==> config.mk <==
export PLATFORM = sky130hd
export DESIGN_NAME = router_rx_sink
export DESIGN_NICKNAME = d
export VERILOG_FILES = /design/src/rtl/router_rx_sink.sv
export SDC_FILE = /design/constraint.sdc
export NUM_CORES = 1
export LEC_CHECK = 0
export ABC_CLOCK_PERIOD_IN_PS = 1800
export CAP_MARGIN = 15
export CORE_ASPECT_RATIO = 1.2
export CORE_MARGIN = 10
export CORE_UTILIZATION = 56
export CTS_BUF_LIST = sky130_fd_sc_hd__clkbuf_4 sky130_fd_sc_hd__clkbuf_8
export DETAILED_ROUTE_END_ITERATION = 6
export PLACE_DENSITY = 0.82
export SLEW_MARGIN = 15
export SYNTH_ARGS = -nofsm -noshare
export SYNTH_HDL_FRONTEND = slang
export SYNTH_SLANG_ARGS = --single-unit
==> constraint.sdc <==
create_clock -name clock -period 1.8 [get_ports clock]
set_input_delay 0.18 -clock clock [delete_from_list [all_inputs] [get_ports clock]]
set_output_delay 0.18 -clock clock [all_outputs]
set_load 0.005 [all_outputs]
==> src/rtl/router_rx_sink.sv <==
// Packet receiver for one router output port: drains the port FIFO, reassembles
// header/payload/parity, streams payload bytes and keeps packet/error statistics.
module router_rx_sink #(
  parameter int READ_DELAY  = 0,
  parameter int GAP_TIMEOUT = 40,
  parameter int CNT_W       = 16
) (
  input  logic             clock,
  input  logic             reset,
  input  logic             valid_out,
  input  logic [7:0]       data_out,
  output logic             read_enb,
  output logic [7:0]       out_data,
  output logic             out_valid,
  output logic             pkt_done,
  output logic [1:0]       pkt_addr,
  output logic [5:0]       pkt_len,
  output logic             parity_err,
  output logic             timeout_err,
  output logic [CNT_W-1:0] pkt_count,
  output logic [CNT_W-1:0] err_count
);

  localparam int GAP_W = $clog2(GAP_TIMEOUT + 1);
  localparam logic [GAP_W-1:0] GAP_LAST = GAP_W'(GAP_TIMEOUT - 1);
  localparam logic [4:0] DLY_LOAD = (READ_DELAY > 0) ? 5'(READ_DELAY - 1) : 5'd0;

  typedef enum logic [2:0] {
    IDLE,
    DLY,
    HDR_RD,
    HDR_CAP,
    BODY,
    DONE
  } state_t;

  state_t           state;
  state_t           next_state;
  logic             rd_q;
  logic             rd_allow;
  logic [4:0]       dly_cnt;
  logic [GAP_W-1:0] gap_cnt;
  logic [7:0]       acc;
  logic [6:0]       remain;
  logic [6:0]       req;
  logic             body_cap;
  logic             gap_hit;

  // req counts reads still to issue, so the parity byte is the last one ever requested
  assign rd_allow = (state == HDR_RD) || ((state == BODY) && (req != 7'd0));
  assign read_enb = rd_allow & valid_out;
  assign body_cap = (state == BODY) && rd_q;
  assign gap_hit  = !rd_q && (gap_cnt == GAP_LAST) &&
                    ((state == HDR_CAP) || (state == BODY));

  always_comb begin
    next_state = state;
    out_valid  = 1'b0;
    out_data   = 8'd0;
    pkt_done   = 1'b0;
    case (state)
      IDLE: begin
        if (valid_out) begin
          next_state = (READ_DELAY == 0) ? HDR_RD : DLY;
        end
      end
      DLY: begin
        if (dly_cnt == 5'd0) begin
          next_state = HDR_RD;
        end
      end
      HDR_RD: begin
        if (valid_out) begin
          next_state = HDR_CAP;
        end
      end
      HDR_CAP: begin
        if (rd_q) begin
          next_state = BODY;
        end else if (gap_hit) begin
          next_state = DONE;
        end
      end
      BODY: begin
        if (body_cap && (remain > 7'd1)) begin
          out_valid = 1'b1;
          out_data  = data_out;
        end
        if ((body_cap && (remain == 7'd1)) || gap_hit) begin
          next_state = DONE;
        end
      end
      DONE: begin
        pkt_done   = 1'b1;
        next_state = IDLE;
      end
      default: next_state = IDLE;
    endcase
  end

  always_ff @(posedge clock) begin
    if (reset) begin
      state       <= IDLE;
      rd_q        <= 1'b0;
      dly_cnt     <= 5'd0;
      gap_cnt     <= '0;
      acc         <= 8'd0;
      remain      <= 7'd0;
      req         <= 7'd0;
      pkt_addr    <= 2'd0;
      pkt_len     <= 6'd0;
      parity_err  <= 1'b0;
      timeout_err <= 1'b0;
      pkt_count   <= '0;
      err_count   <= '0;
    end else begin
      state <= next_state;
      rd_q  <= read_enb;
      case (state)
        IDLE: begin
          dly_cnt <= DLY_LOAD;
        end
        DLY: begin
          if (dly_cnt != 5'd0) begin
            dly_cnt <= dly_cnt - 5'd1;
          end
        end
        HDR_RD: begin
          gap_cnt <= '0;
        end
        HDR_CAP: begin
          if (rd_q) begin
            pkt_addr <= data_out[1:0];
            pkt_len  <= data_out[7:2];
            acc      <= data_out;
            remain   <= {1'b0, data_out[7:2]} + 7'd1;
            req      <= {1'b0, data_out[7:2]} + 7'd1;
            gap_cnt  <= '0;
          end else begin
            gap_cnt <= gap_cnt + GAP_W'(1);
            if (gap_hit) begin
              timeout_err <= 1'b1;
              parity_err  <= 1'b0;
            end
          end
        end
        BODY: begin
          if (read_enb) begin
            req <= req - 7'd1;
          end
          if (rd_q) begin
            acc     <= acc ^ data_out;
            remain  <= remain - 7'd1;
            gap_cnt <= '0;
            // acc still excludes this byte, so equality means the parity matched
            if (remain == 7'd1) begin
              parity_err  <= (acc != data_out);
              timeout_err <= 1'b0;
            end
          end else begin
            gap_cnt <= gap_cnt + GAP_W'(1);
            if (gap_hit) begin
              timeout_err <= 1'b1;
              parity_err  <= 1'b0;
            end
          end
        end
        DONE: begin
          if (!(&pkt_count)) begin
            pkt_count <= pkt_count + CNT_W'(1);
          end
          if ((parity_err || timeout_err) && !(&err_count)) begin
            err_count <= err_count + CNT_W'(1);
          end
        end
        default: ;
      endcase
    end
  end

endmodule

After elaboration in Yosys (flattened, before gate mapping):

Cells that the tools add are included.

* bitwise operators: 3
* reduce and logical (&&, ||, !) cells: 31
* magnitude comparators: 1
* eq/ne operators: 19
* muxes and demuxes: 34
* $add $sub $neg: 7

Operator list (number)
* 16-bit by 1-bit adder with 16-bit output (second input constant): 2
* 8-bit two-way mux: 4
* 16-bit AND reduction: 2
* 7-bit case mux with 2 select lines: 2
* 7-bit two-way mux: 3
* 3-bit two-way mux: 6
* 2-bit inequality test (second input constant): 8
* 8-bit case mux with 2 select lines: 1
* 3-bit case mux with 5 select lines: 1
* 7-bit by 1-bit subtractor with 7-bit output (second input constant): 2
* 6-bit case mux with 2 select lines: 1
* 1-bit two-way mux: 11
* 5-bit case mux with 2 select lines: 1
* 3-bit AND reduction: 3
* 8-bit inequality test: 1
* 2-bit AND reduction: 4
* 8-bit XOR: 1
* 6-bit by 1-bit adder with 7-bit output (second input constant): 1
* 7-bit by 1-bit == test with 1-bit output (second input constant): 1
* 7-bit by 1-bit greater-than comparator with 1-bit output (second input constant): 1
* 1-bit logical AND: 7
* 7-bit nonzero test: 1
* 6-bit by 1-bit adder with 6-bit output (second input constant): 1
* 3-bit by 2-bit == test with 1-bit output (second input constant): 2
* 20 further kinds: 28

* bits of input ports: 11
* output and inout bits: 53
* word-level logic and storage cells: 108
* register bits: 79

Logic depth before layout (Yosys ltp):

Gate-level depths: netlist of run 1.

* word-level depth: 6
* depth in mapped cells: 7

Worst setup path after synthesis of run 1:

OpenSTA, ideal clock, no wires.

* path type: register -> register
* from: register err_count[0]
* to: register err_count[1]
* cell stages (with the launch flop): 7
* clock period less this slack: 1655 ps
* data arrival time: 1528 ps
* path buffers: 1
* library setup time: 128 ps
* required time: 1672 ps
* path slack: 145 ps
* path through: dfxtp_1 > ha_1 > clkbuf_1 > nand4_1 > o21ai_2 > mux2i_1 > nor2_1

* longest elaborated chain between the ends: 4
* elaborated cells on any way between the ends: 5
* classes of those cells: add/sub: 1; reduce/logical: 4

RTL lines
* from (decl): RTL line 21 `output logic [CNT_W-1:0] err_count`
* from (signal assigned): RTL line 173 `err_count <= err_count + CNT_W'(1);`
* parallel branches: the longest is 4 deep, another holds 16-bit by 1-bit adder with 16-bit output

Several ways; the timed one is not identified.
A chain may end at the register's enable or synchronous reset.

Worst setup path after layout of run 1:

* from: register state[1]
* to: output out_data[2]

* longest elaborated chain between the ends: 5

RTL lines
* from (decl): RTL line 37 `state_t state;`
* from (signal assigned): RTL line 117 `state <= next_state;`
* 3-bit == test (*): RTL line 52, 61
* 1-bit logical AND: RTL line 52 `assign body_cap = (state == BODY) && rd_q;`
* 1-bit logical AND: RTL line 85 `if (body_cap && (remain > 7'd1)) begin`
* 8-bit two-way mux: RTL line 85
* 8-bit two-way mux (*): RTL line 61 `case (state)`
* to (decl): RTL line 13 `output logic [7:0] out_data,`

Mark *: on every way between the ends. The rest lies on a longest branch, timed or not.

==> results of run 1 <==
per-layer routing:
metal | wire length, microns | global-route usage [%]
met1 | 4980 | 21.4
met5 | 0 | 0
met3 | 782 | 4.80
met4 | 435 | 8.42
met2 | 6100 | 35.5
worst max-delay path: stages, from the launching register on:
cell and delay (ns):
dfxtp_4 0.37, buf_12 0.12, nor3b_2 0.22, nand2_1 0.18
nor2_2 0.20, and2_4 0.18, buf_6 0.09
layout by cell type, fill, tap and decap left out, types with 5 or more instances in the layout:
cell	synthesis	routed
a211oi_1	6	5
a21oi_1	48	46
a22oi_1	6	5
and2_1	12	11
and3_1	10	9
buf_2	8	10
buf_4	0	65
clkbuf_8	0	10
clkdlybuf4s50_1	0	51
dfxtp_1	79	72
dfxtp_2	0	6
ha_1	9	8
inv_1	10	10
nand2_1	51	51
nand3_1	18	18
nand4_1	16	16
nor2_1	67	64
nor3_1	8	7
o211ai_1	6	6
o21ai_0	42	37
or3_1	5	5
xnor2_1	19	19
xor2_1	20	20
registers in the layout, summed over array words and instances (netlist names):
name         count
acc              8
dly_cnt          5
err_count       16
gap_cnt          6
parity_err       1
pkt_addr         2
pkt_count       16
pkt_len          6
rd_q             1
remain           7
req              7
state            3
timeout_err      1
what timing repair did:
item                                    CTS  global route
pin swaps                                12            20
endpoints found under the setup margin   14            46
gates resized for setup                  48            40
gates cloned                              1             3
buffers inserted                          3             3
endpoints found under the hold margin     0             0
metrics by stage:
stage | setup slack, ns | setup TNS [ns] | power (mW)
global placement | -0.0221 | -0.178 | 2.34
CTS | -0.0836 | -0.421 | 3.82
finish | -0.0971 | -0.676 | 3.89
floorplan | 0.145 | 0 | 2.18
detailed placement | -0.0960 | -0.376 | 2.36
global route | -0.155 | -1.43 | 4.00
logic make-up after synthesis:
logic type / Yosys count / synth area share [%]
compound gates: 139 / 20.2
xor+xnor: 39 / 8.06
fa+ha+maj: 9 / 2.66
buf+inv: 39 / 3.87
flops: 79 / 37.3
mux: 2 / 0.472
simple gates: 226 / 27.4
power by group through the flow:
stage / Combinational (mW) / Sequential [mW] / Clock, mW
after CTS: 0.505 / 1.82 / 1.49
after detailed placement: 0.496 / 1.86 / 0
after floorplan: 0.325 / 1.85 / 0
after global routing: 0.637 / 1.84 / 1.53
final: 0.583 / 1.83 / 1.47
after global placement: 0.478 / 1.86 / 0
how the worst max path moves through the flow:
stage	depth (start not counted)	from	endpoint	slack, ns
final	6	state[1]	out_data[2]	-0.1
after global routing	6	state[1]	out_data[3]	-0.16
after CTS	6	remain[5]	out_data[2]	-0.08
after detailed placement	8	remain[1]	out_data[2]	-0.1
after global placement	7	remain[2]	out_data[7]	-0.02
after floorplan	6	err_count[0]	err_count[1]	0.14
final cells by class:
class | count | area [sq um] | share of cell area [%]
inverters | 10 | 37.5 | 0.653
flip-flops and latches | 79 | 1590 | 27.7
well taps | 90 | 113 | 1.96
clock buffers | 10 | 138 | 2.39
repair buffers | 133 | 1140 | 19.9
clock inverters | 5 | 82.6 | 1.44
multi-input cells | 418 | 2650 | 46.0
==> impl_metrics.toml, run 1 <==
[cts]
postCtsHoldBufs = 0
numCtsBuffers = 9
cts.sinks = 79
clkLatencyLatePin_ns = 0.36
path_clk_slew_ns = 0.08
clockRootBuffer = "clkbuf_8"
cts_tree = "built"
clockBufferDepth = 2
h-tree-depth = 3

[die]
dieArea_sq_um = 11500
rows = 34
core_area_sq_um = 7320
ios = 64
die_x_microns = 99.4
initial_core_util_pct = 57.9
fp.dieH_microns = 115

[sta]
setup_viol = 9
fin_crit_sh_pct = 105
fin_ws_ns = -0.0971
fmax_mhz = 527
final.min_clock_period_ns = 1.90
skew_ns = 0.00812
rsz0062_at_grt = "true"
hold_ws_ns = 0.246
hold_viol = 0
finalMaxSlewViolations = 0
max_slew_margin_pct = 70.2
tightest_slew_ns = 0.447

[synth]
ys_types = 60
synthCells = 533
synth.area.top_cells = "dfxtp_1 37%, nor2_1 5.9%, a21oi_1 5.7%"
synth_top_cell_by_area = "dfxtp_1"
syn_area_sq_um = 4240
yosysSeqAreaShare_pct = 37.3
synth_most_common_cell = "dfxtp_1"
synth_seq_cells = 79
netlist_top_cells_count = "79 x dfxtp_1, 67 x nor2_1, 51 x nand2_1"
yosys_warnings = 0
yosysTopAreaCellShare_pct = 37.3
synth_ff_type = "dfxtp_1"
syn_area_per_cell_sq_um = 7.95
synth_edf_count = 0
ys_async_sr_fraction_pct = 0
synth_nets = 553

[worst_hold_path]
hold_start = "reset"
min_path_cells = 2
hold_end = "gap_cnt[0]"
hold_class = "in -> reg"

[drt]
drc_errors = 0
dr.pass1.iters = 5
antenna_left = 0
vias = 4485
wire_per_inst_microns = 16.5
routed_wl_microns = 12300
drt_iter0_drc = 249
viasPerCell = 6.02

[placement]
placed_area_sq_um = 5340
dp_hpwl_microns = 8340
dp_cells = 721
io_buffers = 63
place_congestion = 0.844

[global_routing]
overflow = 0
grt_max_degree = 31
antenna_found_initial = 0
grt_use_total_pct = 19.7
grt_pass1_vias = 4291
grt_pass1_wl_microns = 19300

[flow_run]
max-cap-violations = 0

[finish]
synthToLayoutAreaGrowth_pct = 35.7
final_cells = 745
utilization_pct = 78.6
n_antenna_cell = 0
fin_area_sq_um = 5750
drive_gt1_share_pct = 21.7
fillers = 491
nets = 671

[pwr]
p_leak_nw = 2.22
ir_worst_vdd_v = 0.000457
power_frac_seq_pct = 47.1
p_int_mw = 2.88
switching_share_pct = 25.9
p_per_area_nw_per_um2 = 676
clkPwrFrac_pct = 37.9
p_comb_share_pct = 15.0
switchingPower_mw = 1.01

[status]
violations = "negative setup slack"
outcome = "complete, but fails checks"

[critical_path]
cp.arrival_ns = 1.72
reg2reg_from = "state[1]"
worstSetupStartpointType = "flop"
critical_path_class = "reg -> out"
r2r_end = "parity_err"
endpoint_kind = "output pin"
required_ns = 1.62
crit_fanout = 4
reg2reg_slack_ns = 0.02
reg2regPathDepth = 6
(Power assumes the default switching activity.)
==> run 2, diff against run 1 <==
Settings changed: CTS_CLUSTER_SIZE set to 28.
==> results of run 2 <==
Same layout as run 1: the final DEF is identical, and so are final timing and power.
